File: src/rtl/awmc_pkg.sv
// Shared stage/program encodings and the per-program stage duration rule for the
// washing machine sequencer.
package awmc_pkg;

    typedef enum logic [2:0] {
        StIdle  = 3'd0,
        StFill  = 3'd1,
        StWash  = 3'd2,
        StRinse = 3'd3,
        StSpin  = 3'd4,
        StDone  = 3'd5
    } stage_e;

    typedef enum logic [1:0] {
        ProgNormal = 2'd0,
        ProgQuick  = 2'd1,
        ProgHeavy  = 2'd2
    } prog_e;

    function automatic logic stage_running(stage_e st);
        return (st == StFill) || (st == StWash) || (st == StRinse) || (st == StSpin);
    endfunction

    // Select code 3 is unassigned on the panel and falls back to the normal program.
    function automatic prog_e decode_prog(logic [1:0] sel);
        return (sel == 2'd3) ? ProgNormal : prog_e'(sel);
    endfunction

    // Result is already saturated to the cnt_w-bit range and never zero.
    function automatic int unsigned stage_duration(prog_e prog, stage_e st, int unsigned cnt_w,
                                                   int unsigned fill_t, int unsigned wash_t,
                                                   int unsigned rinse_t, int unsigned spin_t);
        longint unsigned max_d;
        longint unsigned d;
        max_d = (64'd1 << cnt_w) - 64'd1;
        case (st)
            StFill:  d = 64'(fill_t);
            StWash:  d = 64'(wash_t);
            StRinse: d = 64'(rinse_t);
            StSpin:  d = 64'(spin_t);
            default: d = 64'd0;
        endcase
        if (prog == ProgQuick && (st == StWash || st == StRinse)) d = d >> 1;
        if (prog == ProgHeavy && st == StWash) d = d << 1;
        if (d > max_d) d = max_d;
        if (d == 64'd0) d = 64'd1;
        return 32'(d);
    endfunction

endpackage

File: src/rtl/awmc_stage_timer.sv
// Loadable down-counter that times one sequencer stage; last flags the final tick.
module awmc_stage_timer #(
    parameter int unsigned CNT_W = 8
) (
    input  logic             clk,
    input  logic             reset,
    input  logic             load,
    input  logic [CNT_W-1:0] load_val,
    input  logic             en,
    input  logic             tick,
    output logic [CNT_W-1:0] count,
    output logic             last
);

    logic [CNT_W-1:0] count_q;

    always_ff @(posedge clk) begin
        if (reset) begin
            count_q <= '0;
        end else if (load) begin
            count_q <= load_val;
        end else if (en && tick && count_q != '0) begin
            count_q <= count_q - CNT_W'(1);
        end
    end

    assign count = count_q;
    assign last  = (count_q == CNT_W'(1));

endmodule

File: src/rtl/awmc_cycle_sequencer.sv
// Wash cycle sequencer: FILL -> WASH -> RINSE -> SPIN -> DONE with pause/lid interlock.
// Define AWMC_DOUBLE_RINSE_EN to insert a second FILL + RINSE pass before SPIN.
module awmc_cycle_sequencer
    import awmc_pkg::*;
#(
    parameter int unsigned CNT_W   = 8,
    parameter int unsigned FILL_T  = 4,
    parameter int unsigned WASH_T  = 8,
    parameter int unsigned RINSE_T = 6,
    parameter int unsigned SPIN_T  = 5
) (
    input  logic             clk,
    input  logic             reset,
    input  logic             start,
    input  logic             pause,
    input  logic             lid,
    input  logic [1:0]       prog_sel,
    input  logic             tick,
    output logic [2:0]       stage,
    output logic             fill_valve,
    output logic             motor_en,
    output logic             motor_spin,
    output logic             drain_pump,
    output logic             lid_lock,
    output logic             done,
    output logic [CNT_W-1:0] remaining
);

    stage_e stage_q, stage_d;
    prog_e  prog_q, prog_d;
`ifdef AWMC_DOUBLE_RINSE_EN
    logic   pass_q, pass_d;
`endif

    logic             run_en;
    logic             advance;
    logic             tmr_load;
    logic [CNT_W-1:0] tmr_val;
    logic [CNT_W-1:0] tmr_count;
    logic             tmr_last;
    logic             fill_d, motor_d, spin_d, drain_d;
    logic             fill_q, motor_q, spin_q, drain_q;

    assign run_en  = !pause && lid;
    assign advance = tick && run_en && tmr_last;

    awmc_stage_timer #(
        .CNT_W(CNT_W)
    ) u_timer (
        .clk      (clk),
        .reset    (reset),
        .load     (tmr_load),
        .load_val (tmr_val),
        .en       (stage_running(stage_q) && run_en),
        .tick     (tick),
        .count    (tmr_count),
        .last     (tmr_last)
    );

    always_comb begin
        stage_d  = stage_q;
        prog_d   = prog_q;
        tmr_load = 1'b0;
        tmr_val  = '0;
`ifdef AWMC_DOUBLE_RINSE_EN
        pass_d   = pass_q;
`endif
        case (stage_q)
            StIdle, StDone: begin
                if (start && lid) begin
                    stage_d  = StFill;
                    prog_d   = decode_prog(prog_sel);
                    tmr_load = 1'b1;
`ifdef AWMC_DOUBLE_RINSE_EN
                    pass_d   = 1'b0;
`endif
                end else if (stage_q == StDone && !start && !lid) begin
                    stage_d = StIdle;
                end
            end
            StFill: begin
                if (advance) begin
                    tmr_load = 1'b1;
                    stage_d  = StWash;
`ifdef AWMC_DOUBLE_RINSE_EN
                    if (pass_q) stage_d = StRinse;
`endif
                end
            end
            StWash: begin
                if (advance) begin
                    tmr_load = 1'b1;
                    stage_d  = StRinse;
                end
            end
            StRinse: begin
                if (advance) begin
                    tmr_load = 1'b1;
`ifdef AWMC_DOUBLE_RINSE_EN
                    if (!pass_q) begin
                        stage_d = StFill;
                        pass_d  = 1'b1;
                    end else begin
                        stage_d = StSpin;
                    end
`else
                    stage_d  = StSpin;
`endif
                end
            end
            StSpin: begin
                if (advance) begin
                    tmr_load = 1'b1;
                    stage_d  = StDone;
                end
            end
            default: stage_d = StIdle;
        endcase

        // Entering DONE loads zero so the timer is parked.
        if (tmr_load && stage_running(stage_d)) begin
            tmr_val = CNT_W'(stage_duration(prog_d, stage_d, CNT_W, FILL_T, WASH_T, RINSE_T,
                                            SPIN_T));
        end

        fill_d  = 1'b0;
        motor_d = 1'b0;
        spin_d  = 1'b0;
        drain_d = 1'b0;
        if (run_en) begin
            case (stage_d)
                StFill:  fill_d = 1'b1;
                StWash:  motor_d = 1'b1;
                StRinse: begin
                    fill_d  = 1'b1;
                    motor_d = 1'b1;
                end
                StSpin: begin
                    spin_d  = 1'b1;
                    drain_d = 1'b1;
                end
                default: ;
            endcase
        end
    end

    always_ff @(posedge clk) begin
        if (reset) begin
            stage_q <= StIdle;
            prog_q  <= ProgNormal;
            fill_q  <= 1'b0;
            motor_q <= 1'b0;
            spin_q  <= 1'b0;
            drain_q <= 1'b0;
`ifdef AWMC_DOUBLE_RINSE_EN
            pass_q  <= 1'b0;
`endif
        end else begin
            stage_q <= stage_d;
            prog_q  <= prog_d;
            fill_q  <= fill_d;
            motor_q <= motor_d;
            spin_q  <= spin_d;
            drain_q <= drain_d;
`ifdef AWMC_DOUBLE_RINSE_EN
            pass_q  <= pass_d;
`endif
        end
    end

    assign stage      = stage_q;
    assign fill_valve = fill_q;
    assign motor_en   = motor_q;
    assign motor_spin = spin_q;
    assign drain_pump = drain_q;
    assign lid_lock   = stage_running(stage_q);
    assign done       = (stage_q == StDone);
    assign remaining  = stage_running(stage_q) ? tmr_count : '0;

endmodule

File: config.mk
export PLATFORM = sky130hd
export DESIGN_NAME = awmc_cycle_sequencer
export DESIGN_NICKNAME = d
export VERILOG_FILES = /design/src/rtl/awmc_pkg.sv /design/src/rtl/awmc_stage_timer.sv /design/src/rtl/awmc_cycle_sequencer.sv
export SDC_FILE = /design/constraint.sdc
export NUM_CORES = 1
export LEC_CHECK = 0
export BUFFER_PORTS_ARGS = -buffer_cell sky130_fd_sc_hd__clkbuf_2
export CAP_MARGIN = 15
export CORE_MARGIN = 1
export CORE_UTILIZATION = 50
export DETAILED_ROUTE_END_ITERATION = 8
export GPL_ROUTABILITY_DRIVEN = 0
export PLACE_DENSITY = 0.83
export REMOVE_ABC_BUFFERS = 1
export SYNTH_ARGS = -nofsm -noshare
export SYNTH_HDL_FRONTEND = slang
export SYNTH_SLANG_ARGS = --single-unit
File: constraint.sdc
create_clock -name clk -period 2.3 [get_ports clk]
set_input_delay 0.23 -clock clk [delete_from_list [all_inputs] [get_ports clk]]
set_output_delay 0.23 -clock clk [all_outputs]
set_load 0.02 [all_outputs]
==> impl_metrics.env <==
export IMPL_core_rowCount=16
export IMPL_post_route_cells_drive_above_1_share_pct=30.67
export IMPL_detailroute_via_count=1024
export IMPL_hp_class="in2reg"
export IMPL_grt_usage_pct=20.58
export IMPL_timing_critical_path_slowest_stage_cell="sky130_fd_sc_hd__dfxtp_1"
export IMPL_r2r_end="u_timer.count[2]"
export IMPL_numPortBuffers=24
export IMPL_final_hold_violation_count=0
export IMPL_final_setup_skew_ps=1.837
export IMPL_cp_top_family="simple AND/OR/NAND/NOR gates"
export IMPL_worst_ep_arrival_time_ps=2310
export IMPL_worstPathMaxFanout=13
export IMPL_yosys_top_cells_count="sky130_fd_sc_hd__nor2_1 (19), sky130_fd_sc_hd__dfxtp_1 (16), sky130_fd_sc_hd__and2_1 (8)"
export IMPL_clock_tree_buffer_depth=2
export IMPL_slew_limit_headroom_pct=56.12
export IMPL_clock_fmax_mhz=470.2
export IMPL_worstPathCellList="xor2_2, or4b_1, o21a_1, nor2b_4, a211oi_2, o32ai_2"
export IMPL_grt_remaining_overflow=0
export IMPL_dominantRegCellSynth="sky130_fd_sc_hd__dfxtp_1"
export IMPL_required_ps=2480
export IMPL_yosys_mux_area_fraction_pct=2.113
export IMPL_insertion_delay_ps=290
export IMPL_synth_sequential_area_ratio_pct=28.48
export IMPL_postRouteWirelength_mm=2.429
export IMPL_outcome="complete, no violations"
export IMPL_root_buffer="sky130_fd_sc_hd__clkbuf_4"
export IMPL_fp_dieArea_um2=2443
export IMPL_rsz0062_at_grt="no"
export IMPL_synth_xor_xnor_area_share_pct=7.564
export IMPL_worstSetupEndpointType="flip-flop"
export IMPL_netlist_top_cell_by_area="sky130_fd_sc_hd__dfxtp_1"
export IMPL_cp_start_kind="flip-flop"
export IMPL_synthTopCellsByArea="sky130_fd_sc_hd__dfxtp_1 (28%), sky130_fd_sc_hd__nor2_1 (6.3%), sky130_fd_sc_hd__and2_1 (4.4%)"
export IMPL_final_period_minus_worst_setup_slack_ps=2127
export IMPL_cts_hold_fix_bufs=0
export IMPL_start_util_pct=55.09
export IMPL_r2r_slack_ps=170
export IMPL_synth_most_common_cell="sky130_fd_sc_hd__nor2_1"
export IMPL_critical_path_buf_inv_count=0
export IMPL_synth_top_family_by_area="simple AND/OR/NAND/NOR gates"
export IMPL_layout_worst_path_cycle_share_pct=92.47
export IMPL_fin_tns_setup_ps=0
export IMPL_cts_repair_resized=0
export IMPL_cts_tree="yes"
export IMPL_syn2layout_area_growth_pct=12.57
export IMPL_cts_inserted_buffers=3
export IMPL_detailedPlacementHpwl_mm=1.911
export IMPL_route_detailed_vias_per_inst=5.785
export IMPL_syn_instance_count=127
export IMPL_synth_edf_count=0
export IMPL_leakagePower_uw=0.0005150
export IMPL_clkSlewWorstSetupHoldPaths_ps=90
export IMPL_synth_compound_area_share_pct=19.13
export IMPL_fin_hold_ws_ps=241.2
export IMPL_clkSinkCount=16
export IMPL_post_cts_setup_buffer_count=0
export IMPL_drt_pass1_iterations=4
export IMPL_max_slew_worst_pin_slew_ps=649.6
export IMPL_fin_ws_ps=173.3
export IMPL_worstHoldStart="prog_sel[0]"
export IMPL_worstSetupPathType="reg2reg"
export IMPL_vias_in_the_first_global_route=909
export IMPL_min_path_cells=3
export IMPL_power_density_nw_per_um2=480.1
export IMPL_ys_warn_count=0
export IMPL_top_level_ports=25
export IMPL_synth_simple_gate_area_share_pct=32.70
export IMPL_ir_worst_vdd_uv=379.8
export IMPL_route_detailed_wl_per_inst_um=13.72
export IMPL_insertedDiodeCount=0
export IMPL_reg2reg_depth=6
export IMPL_die_x_um=49.43
export IMPL_design_core_area_um2=2042
export IMPL_antenna_left=0
export IMPL_maxCapViolCount=0
export IMPL_detailedPlace_worstSlack_ps=175.5
export IMPL_setup_violations=0
export IMPL_yosys_register_bits=16
export IMPL_antenna_violations_before_repair=0
export IMPL_synth_top_cell_area_share_pct=28.48
export IMPL_synth_cell_area_um2=1125
export IMPL_nets=162
export IMPL_hold_crit_endpoint="prog_q[1]"
export IMPL_cp_slowest_stage_delay_ps=640
export IMPL_synthesis_area_per_instance_um2=8.857
export IMPL_grt_pass1_wl_mm=3.905
export IMPL_ctsHtreeMaxLevel=1
export IMPL_final_core_utilization_pct=62.01
export IMPL_drt_first_iter_violations=31
export IMPL_drc_errors=0
export IMPL_grt_start_max_net_pins=14
export IMPL_ys_async_sr_fraction_pct=0
export IMPL_slew_violations=0
export IMPL_worst_r2r_startpoint="stage[2]"
export IMPL_synth_adder_area_share_pct=3.337
export IMPL_post_synth_num_cell_types=50
export IMPL_dieHeight_um=49.43
==> area by class of cell <==
class                      count  area (um^2)
clock buffer                   4        36.28
fill                         192        775.7
inverter                       5        18.77
multi-input combinational    100        729.5
sequential                    16        320.3
tap                           27        33.78
timing repair buffer          25        127.6
==> placed cells by master, fill, tap and decap left out, types with 2 or more instances in the layout <==
cell                       netlist  final
sky130_fd_sc_hd__a211oi_2        3      3
sky130_fd_sc_hd__a21oi_1         5      5
sky130_fd_sc_hd__a31oi_1         2      2
sky130_fd_sc_hd__and2_1          8      8
sky130_fd_sc_hd__clkbuf_2        0     24
sky130_fd_sc_hd__clkbuf_4        0      3
sky130_fd_sc_hd__dfxtp_1        16     16
sky130_fd_sc_hd__ha_1            3      3
sky130_fd_sc_hd__inv_1           5      5
sky130_fd_sc_hd__nand2_1         5      5
sky130_fd_sc_hd__nand2b_1        2      2
sky130_fd_sc_hd__nand3_1         3      3
sky130_fd_sc_hd__nand3b_1        2      2
sky130_fd_sc_hd__nand4_1         2      2
sky130_fd_sc_hd__nor2_1         19     19
sky130_fd_sc_hd__nor3_1          4      4
sky130_fd_sc_hd__nor3_2          2      2
sky130_fd_sc_hd__o21a_1          2      2
sky130_fd_sc_hd__o21ai_0         2      2
sky130_fd_sc_hd__or4b_1          2      2
sky130_fd_sc_hd__xnor2_1         2      2
sky130_fd_sc_hd__xor2_1          4      4
sky130_fd_sc_hd__xor2_2          2      2
==> report_power, final <==
group | switching, uW | internal (uW)
registers | 12.2 | 285
logic | 75.5 | 48.2
clock network | 90.1 | 96.6
total | 178 | 430
==> per-layer routing <==
layer / part of all wire [%] / track usage [%] / wire length (um)
met5: 0 / 0 / 0
met4: 1.1 / 6.190 / 27
met3: 5.5 / 4.984 / 133
met2: 50 / 36.53 / 1213
met1: 43 / 24.20 / 1055
==> per-stage QoR <==
stage | power, uW | cell area, um^2 | std cells
after CTS | 612.0 | 1266 | 177
after global routing | 638.3 | 1266 | 177
after global placement | 422.3 | 1230 | 173
final | 607.9 | 1266 | 177
after detailed placement | 426.8 | 1230 | 173
after floorplan | 391.1 | 1069 | 121
==> tightest hold or removal path: stages <==
cell                       delay (ps)
sky130_fd_sc_hd__clkbuf_2          90
sky130_fd_sc_hd__or4b_1           120
sky130_fd_sc_hd__a21oi_1           60
==> sequential cells by signal, indices dropped and copies added (netlist names) <==
signal         flops
prog_q             2
u_timer.count      8
stage              3
fill_valve         1
drain_pump         1
motor_en           1
==> worst max-delay path by stage <==
stage	start	end	slack, ps	cells past startpoint
floorplan	stage[2]	u_timer.count[2]	240	6
global placement	stage[2]	u_timer.count[2]	230	6
detailed placement	stage[2]	u_timer.count[2]	180	6
CTS	stage[2]	u_timer.count[2]	170	6
global route	stage[2]	u_timer.count[2]	30	6
finish	stage[2]	u_timer.count[2]	170	6
==> kinds of logic after synthesis <==
kind of cell / count (synthesis)
mux: 2
buf+inv: 11
simple gates: 62
compound gates: 25
flops: 16
xor+xnor: 8
fa+ha+maj: 3
Note: power is estimated with default switching activity, not from simulation.
